[src/rtl/ultrasonic_pkg.sv]
// Shared constants and FSM encoding for the ultrasonic ranging path.
package ultrasonic_pkg;

    typedef enum logic [1:0] {
        S_WAIT   = 2'd0,
        S_CHECK  = 2'd1,
        S_UPDATE = 2'd2,
        S_DECIDE = 2'd3
    } state_t;

    localparam int unsigned DIST_W          = 16;
    localparam int unsigned RANGE_MAX_MM    = 4000;
    localparam int unsigned NEAR_MM_DEFAULT = 150;
    localparam int unsigned FAR_MM_DEFAULT  = 200;

endpackage

[src/rtl/dist_window.sv]
// Power-of-two deep sample shift register with a saturating fill counter.
// `oldest` is the entry about to drop out, forced to 0 until the window is full.
module dist_window
    import ultrasonic_pkg::*;
#(
    parameter int unsigned DEPTH_LOG2 = 2,
    parameter int unsigned W          = DIST_W
) (
    input  logic         clk_50M,
    input  logic         reset,
    input  logic         push,
    input  logic [W-1:0] din,
    output logic [W-1:0] oldest,
    output logic         full
);

    localparam int unsigned DEPTH = 1 << DEPTH_LOG2;
    localparam int unsigned FW    = DEPTH_LOG2 + 1;

    logic [W-1:0]  win_q [DEPTH];
    logic [W-1:0]  win_d [DEPTH];
    logic [FW-1:0] fill_q, fill_d;

    assign full   = (fill_q == FW'(DEPTH));
    assign oldest = full ? win_q[DEPTH-1] : '0;

    // Shift a new sample in at the head and bump the fill count until full.
    always_comb begin
        win_d  = win_q;
        fill_d = fill_q;
        if (push) begin
            win_d[0] = din;
            for (int unsigned i = 1; i < DEPTH; i++) begin
                win_d[i] = win_q[i-1];
            end
            if (!full) begin
                fill_d = fill_q + FW'(1);
            end
        end
    end

    // Window storage and fill counter.
    always_ff @(posedge clk_50M or negedge reset) begin
        if (!reset) begin
            win_q  <= '{default: '0};
            fill_q <= '0;
        end else begin
            win_q  <= win_d;
            fill_q <= fill_d;
        end
    end

endmodule

[src/rtl/ultrasonic_distance_filter.sv]
// Periodic sampler, range gate, moving average and debounced hysteretic
// proximity flag for the HC-SR04 distance stream.
module ultrasonic_distance_filter
    import ultrasonic_pkg::*;
#(
    parameter int unsigned SAMPLE_CYCLES = 601000,
    parameter int unsigned AVG_LOG2      = 2,
    parameter int unsigned MAX_MM        = RANGE_MAX_MM,
    parameter int unsigned NEAR_MM       = NEAR_MM_DEFAULT,
    parameter int unsigned FAR_MM        = FAR_MM_DEFAULT,
    parameter int unsigned DEBOUNCE      = 3
) (
    input  logic              clk_50M,
    input  logic              reset,
    input  logic [DIST_W-1:0] distance_in,
    output logic [DIST_W-1:0] dist_avg,
    output logic              avg_valid,
    output logic              near,
    output logic              out_of_range
);

    localparam int unsigned TW = (SAMPLE_CYCLES > 1) ? $clog2(SAMPLE_CYCLES) : 1;
    localparam int unsigned SW = DIST_W + AVG_LOG2;
    localparam int unsigned KW = (DEBOUNCE > 1) ? $clog2(DEBOUNCE + 1) : 1;
    localparam logic [TW-1:0] TIMER_LAST = TW'(SAMPLE_CYCLES - 1);

    state_t            state_q, state_d;
    logic [TW-1:0]     timer_q, timer_d;
    logic [DIST_W-1:0] sample_q, sample_d;
    logic [SW-1:0]     sum_q, sum_d;
    logic [DIST_W-1:0] avg_q, avg_d;
    logic              valid_q, valid_d;
    logic              near_q, near_d;
    logic              oor_q, oor_d;
    logic [KW-1:0]     streak_q, streak_d;

    logic              win_push;
    logic [DIST_W-1:0] win_oldest;
    logic              win_full;
    logic [DIST_W-1:0] avg_new;
    logic              qualify;

    dist_window #(
        .DEPTH_LOG2 (AVG_LOG2),
        .W          (DIST_W)
    ) u_window (
        .clk_50M (clk_50M),
        .reset   (reset),
        .push    (win_push),
        .din     (sample_q),
        .oldest  (win_oldest),
        .full    (win_full)
    );

    assign dist_avg     = avg_q;
    assign avg_valid    = valid_q;
    assign near         = near_q;
    assign out_of_range = oor_q;

    // Next-state logic: free-running sample timer, FSM, running sum and hysteresis.
    always_comb begin
        state_d  = state_q;
        sample_d = sample_q;
        sum_d    = sum_q;
        avg_d    = avg_q;
        valid_d  = 1'b0;
        near_d   = near_q;
        oor_d    = oor_q;
        streak_d = streak_q;
        win_push = 1'b0;

        timer_d  = (timer_q == TIMER_LAST) ? '0 : timer_q + TW'(1);
        avg_new  = DIST_W'(sum_q >> AVG_LOG2);
        qualify  = near_q ? (avg_new >= DIST_W'(FAR_MM)) : (avg_new <= DIST_W'(NEAR_MM));

        case (state_q)
            S_WAIT: begin
                if (timer_q == TIMER_LAST) begin
                    sample_d = distance_in;
                    state_d  = S_CHECK;
                end
            end
            S_CHECK: begin
                if (sample_q == '0 || sample_q > DIST_W'(MAX_MM)) begin
                    oor_d   = 1'b1;
                    state_d = S_WAIT;
                end else begin
                    oor_d   = 1'b0;
                    state_d = S_UPDATE;
                end
            end
            S_UPDATE: begin
                // oldest reads 0 until full, so the sum only ever holds window entries
                win_push = 1'b1;
                sum_d    = sum_q + SW'(sample_q) - SW'(win_oldest);
                state_d  = S_DECIDE;
            end
            S_DECIDE: begin
                state_d = S_WAIT;
                if (win_full) begin
                    avg_d   = avg_new;
                    valid_d = 1'b1;
                    if (qualify) begin
                        if (streak_q + KW'(1) == KW'(DEBOUNCE)) begin
                            near_d   = ~near_q;
                            streak_d = '0;
                        end else begin
                            streak_d = streak_q + KW'(1);
                        end
                    end else begin
                        streak_d = '0;
                    end
                end
            end
            default: state_d = S_WAIT;
        endcase
    end

    // State and datapath registers.
    always_ff @(posedge clk_50M or negedge reset) begin
        if (!reset) begin
            state_q  <= S_WAIT;
            timer_q  <= '0;
            sample_q <= '0;
            sum_q    <= '0;
            avg_q    <= '0;
            valid_q  <= 1'b0;
            near_q   <= 1'b0;
            oor_q    <= 1'b0;
            streak_q <= '0;
        end else begin
            state_q  <= state_d;
            timer_q  <= timer_d;
            sample_q <= sample_d;
            sum_q    <= sum_d;
            avg_q    <= avg_d;
            valid_q  <= valid_d;
            near_q   <= near_d;
            oor_q    <= oor_d;
            streak_q <= streak_d;
        end
    end

endmodule

[config.mk]
export PLATFORM = sky130hd
export DESIGN_NAME = ultrasonic_distance_filter
export DESIGN_NICKNAME = d
export VERILOG_FILES = /design/src/rtl/ultrasonic_pkg.sv /design/src/rtl/dist_window.sv /design/src/rtl/ultrasonic_distance_filter.sv
export SDC_FILE = /design/constraint.sdc
export NUM_CORES = 1
export LEC_CHECK = 0
export CORE_ASPECT_RATIO = 0.6
export CORE_MARGIN = 1.5
export CORE_UTILIZATION = 35
export CTS_BUF_LIST = sky130_fd_sc_hd__clkbuf_4 sky130_fd_sc_hd__clkbuf_8
export DETAILED_ROUTE_END_ITERATION = 8
export PLACE_DENSITY = 0.55
export REMOVE_ABC_BUFFERS = 1
export SLEW_MARGIN = 0
export SYNTH_ARGS = -nofsm -noshare
export SYNTH_HDL_FRONTEND = slang
export SYNTH_HIERARCHICAL = 1
export SYNTH_SLANG_ARGS = --single-unit
[constraint.sdc]
create_clock -name clk_50M -period 3.9 [get_ports clk_50M]
set_input_delay 0.78 -clock clk_50M [delete_from_list [all_inputs] [get_ports clk_50M]]
set_output_delay 0.78 -clock clk_50M [all_outputs]
set_load 0.05 [all_outputs]
==> results.sh <==
export IMPL_ys_types=51
export IMPL_cts_made_buffers=17
export IMPL_r2r_start="u_window/fill_q[0]$_DFFE_PN0P_"
export IMPL_rows=40
export IMPL_placed_area_um2=8070
export IMPL_final_area_um2=8510
export IMPL_antenna_found_initial=0
export IMPL_wl_per_cell_um=15.7
export IMPL_cts_tree="done"
export IMPL_finalCritPeriodShare=0.901
export IMPL_synth_edf_count=0
export IMPL_fin_tns_setup_ps=0
export IMPL_cap_violations=0
export IMPL_drtIter0Drc=262
export IMPL_vias_per_cell=4.96
export IMPL_dp_final_hpwl_um=11300
export IMPL_grt_max_degree=79
export IMPL_syn_inst=666
export IMPL_fmax_mhz=285
export IMPL_gp_congestion=0.883
export IMPL_synth_main_ff_cell="dfrtp_1"
export IMPL_vias=4929
export IMPL_antenna_cells=0
export IMPL_worstPathRequired_ps=4240
export IMPL_cts_root_buf="clkbuf_8"
export IMPL_postCtsSetupRepairBufs=0
export IMPL_fillers=1932
export IMPL_fin_ws_ps=387
export IMPL_p_total_w=0.00284
export IMPL_ys_seq_area_frac=0.486
export IMPL_wirelength_um=15600
export IMPL_avgSynthCellArea_um2=11.1
export IMPL_port_buffers=36
export IMPL_start_util=0.364
export IMPL_clkLatencyLatePin_ps=460
export IMPL_pre_cts_slack_ps=436
export IMPL_setup_viol=0
export IMPL_drive_gt1_frac=0.160
export IMPL_fin_crit_ps=3510
export IMPL_p_per_area_nw_per_um2=334
export IMPL_synth_area_leaders="dfrtp_1 (49%), mux2_4 (7.7%), fa_1 (4.3%)"
export IMPL_die_y_um=116
export IMPL_instances_no_fill=994
export IMPL_cts_buffer_depth=2
export IMPL_cp_start_kind="register"
export IMPL_worstSetupStartpoint="u_window/fill_q[0]$_DFFE_PN0P_"
export IMPL_synth_warnings=6
export IMPL_clk_pin_slew_worst_paths_ps=80
export IMPL_cp_end_kind="register"
export IMPL_clock_skew_ps=11.0
export IMPL_first_global_vias=4816
export IMPL_grt_overflow=0
export IMPL_grt_usage=0.153
export IMPL_pin_count=37
export IMPL_slew_violations=0
export IMPL_yosys_area_top_type="dfrtp_1"
export IMPL_h_tree_depth=4
export IMPL_place_inst=962
export IMPL_syn2layout_area_growth_pct=14.8
export IMPL_relSlewSlack=0.546
export IMPL_fp_dieW_um=191
export IMPL_cts_hold_buf=0
export IMPL_rsz0062_at_grt="no"
export IMPL_cts_sinks=144
export IMPL_final_nets=764
export IMPL_ir_worst_vdd_uv=173
export IMPL_yosys_area_top_type_share=0.486
export IMPL_p_leak_nw=4.09
export IMPL_syn_area_um2=7410
export IMPL_postRouteAntennaNets=0
export IMPL_drc=0
export IMPL_die_area_um2=22100
export IMPL_synthArstFlopShare=1.00
export IMPL_path_max_fanout=15
export IMPL_crit_type="reg -> reg"
export IMPL_ys_seq_elements=144
export IMPL_hold_violations=0
export IMPL_hold_class="in -> async"
export IMPL_status="finished clean"
export IMPL_grt_pass1_wl_um=25700
export IMPL_tightest_slew_ps=674
export IMPL_arrival_ps=3850
export IMPL_coreArea_um2=20400
export IMPL_post_cts_resized=0
export IMPL_dr_pass1_iters=5
critical path, cell delays in order, from the launching register on:
cell and delay, ps:
dfrtp_1 390, inv_1 90, ha_1 450, and3_1 250
fa_1 410, inv_1 70, ha_1 290, a21o_1 220
a21o_1 200, a41oi_1 330, a21o_1 220, a2111oi_0 110
or3_1 360
routing by layer:
metal | routed length [µm] | global-route usage | vias to the layer above
li1 | - | - | 2357
met1 | 8610 | 0.241 | 2446
met2 | 5930 | 0.198 | 105
met3 | 769 | 0.0385 | 21
met4 | 249 | 0.0493 | 0
met5 | 0 | 0 | -
power by group:
group          switching, W  internal (W)  total [W]
Clock              0.000575      0.000725    0.00130
Combinational     0.0000305     0.0000176  0.0000481
Sequential                0       0.00149    0.00149
kinds of logic after synthesis:
logic type,count (synthesis),share of synthesized area
DFF,144,0.486
muxes,82,0.144
AOI/OAI and AO/OA,99,0.0866
xor gates and xnor gates,22,0.0260
and+or+nand+nor,180,0.120
buffers and inverters,101,0.0571
adders and majority gates,38,0.0804
cell type report:
type                    instances  area, µm²  area share
flip-flops and latches        144       3600       0.423
multi-input cells             421       3390       0.398
clock buffers                  24        312      0.0366
clock inverters                 8        126      0.0148
well taps                     273        342      0.0401
repair buffers                 46        449      0.0528
inverters                      78        294      0.0345
cells in the mapped netlist, types with 14 or more instances:
master and count:
dfrtp_1 144, inv_1 78, nand2_1 56, nor2_1 39, mux2_4 38, o21ai_0 35, mux2_2 27, ha_1 22
and3_1 18, fa_1 16, mux2_1 16, a21oi_1 14, nor3_1 14
per-stage QoR:
| stage | hold WS, ps | utilization |
|---|---|---|
| detailed placement | 458 | 0.396 |
| CTS | 233 | 0.418 |
| finish | 241 | 0.418 |
| floorplan | 433 | - |
| global route | 254 | 0.418 |
| global placement | 449 | 0.396 |
layout by cell type, fill, tap and decap left out, types with 18 or more instances in the layout:
| cell type | netlist | final |
|---|---|---|
| and3_1 | 18 | 18 |
| clkbuf_8 | 0 | 21 |
| clkdlybuf4s50_1 | 0 | 35 |
| dfrtp_1 | 144 | 144 |
| ha_1 | 22 | 22 |
| inv_1 | 78 | 77 |
| mux2_2 | 27 | 27 |
| mux2_4 | 38 | 38 |
| nand2_1 | 56 | 56 |
| nor2_1 | 39 | 39 |
| o21ai_0 | 35 | 35 |
worst paths after layout:
path,end,slack (ps),depth (start not counted)
setup reg to reg,sum_q[16]$_DFFE_PN0P_,390,12
hold reg to reg,timer_q[0]$_DFF_PN0_,460,1
setup / recovery,sum_q[16]$_DFFE_PN0P_,390,12
hold / removal,u_window/win_q[47]$_DFFE_PN0P_,240,1
max in group asynchronous,u_window/win_q[49]$_DFFE_PN0P_,2920,2
min in group clk_50M,timer_q[0]$_DFF_PN0_,460,1
sequential cells by signal (all words and copies together) (netlist names), named ones only:
| signal | count |
|---|---|
| u_window/win_q | 64 |
| timer_q | 20 |
| sum_q | 18 |
| dist_avg | 16 |
| sample_q | 16 |
| u_window/fill_q | 3 |
| streak_q | 2 |
| avg_valid | 1 |
| near | 1 |
| out_of_range | 1 |
| state_q | 1 |
No activity file was read; power rests on OpenSTA's default activity.
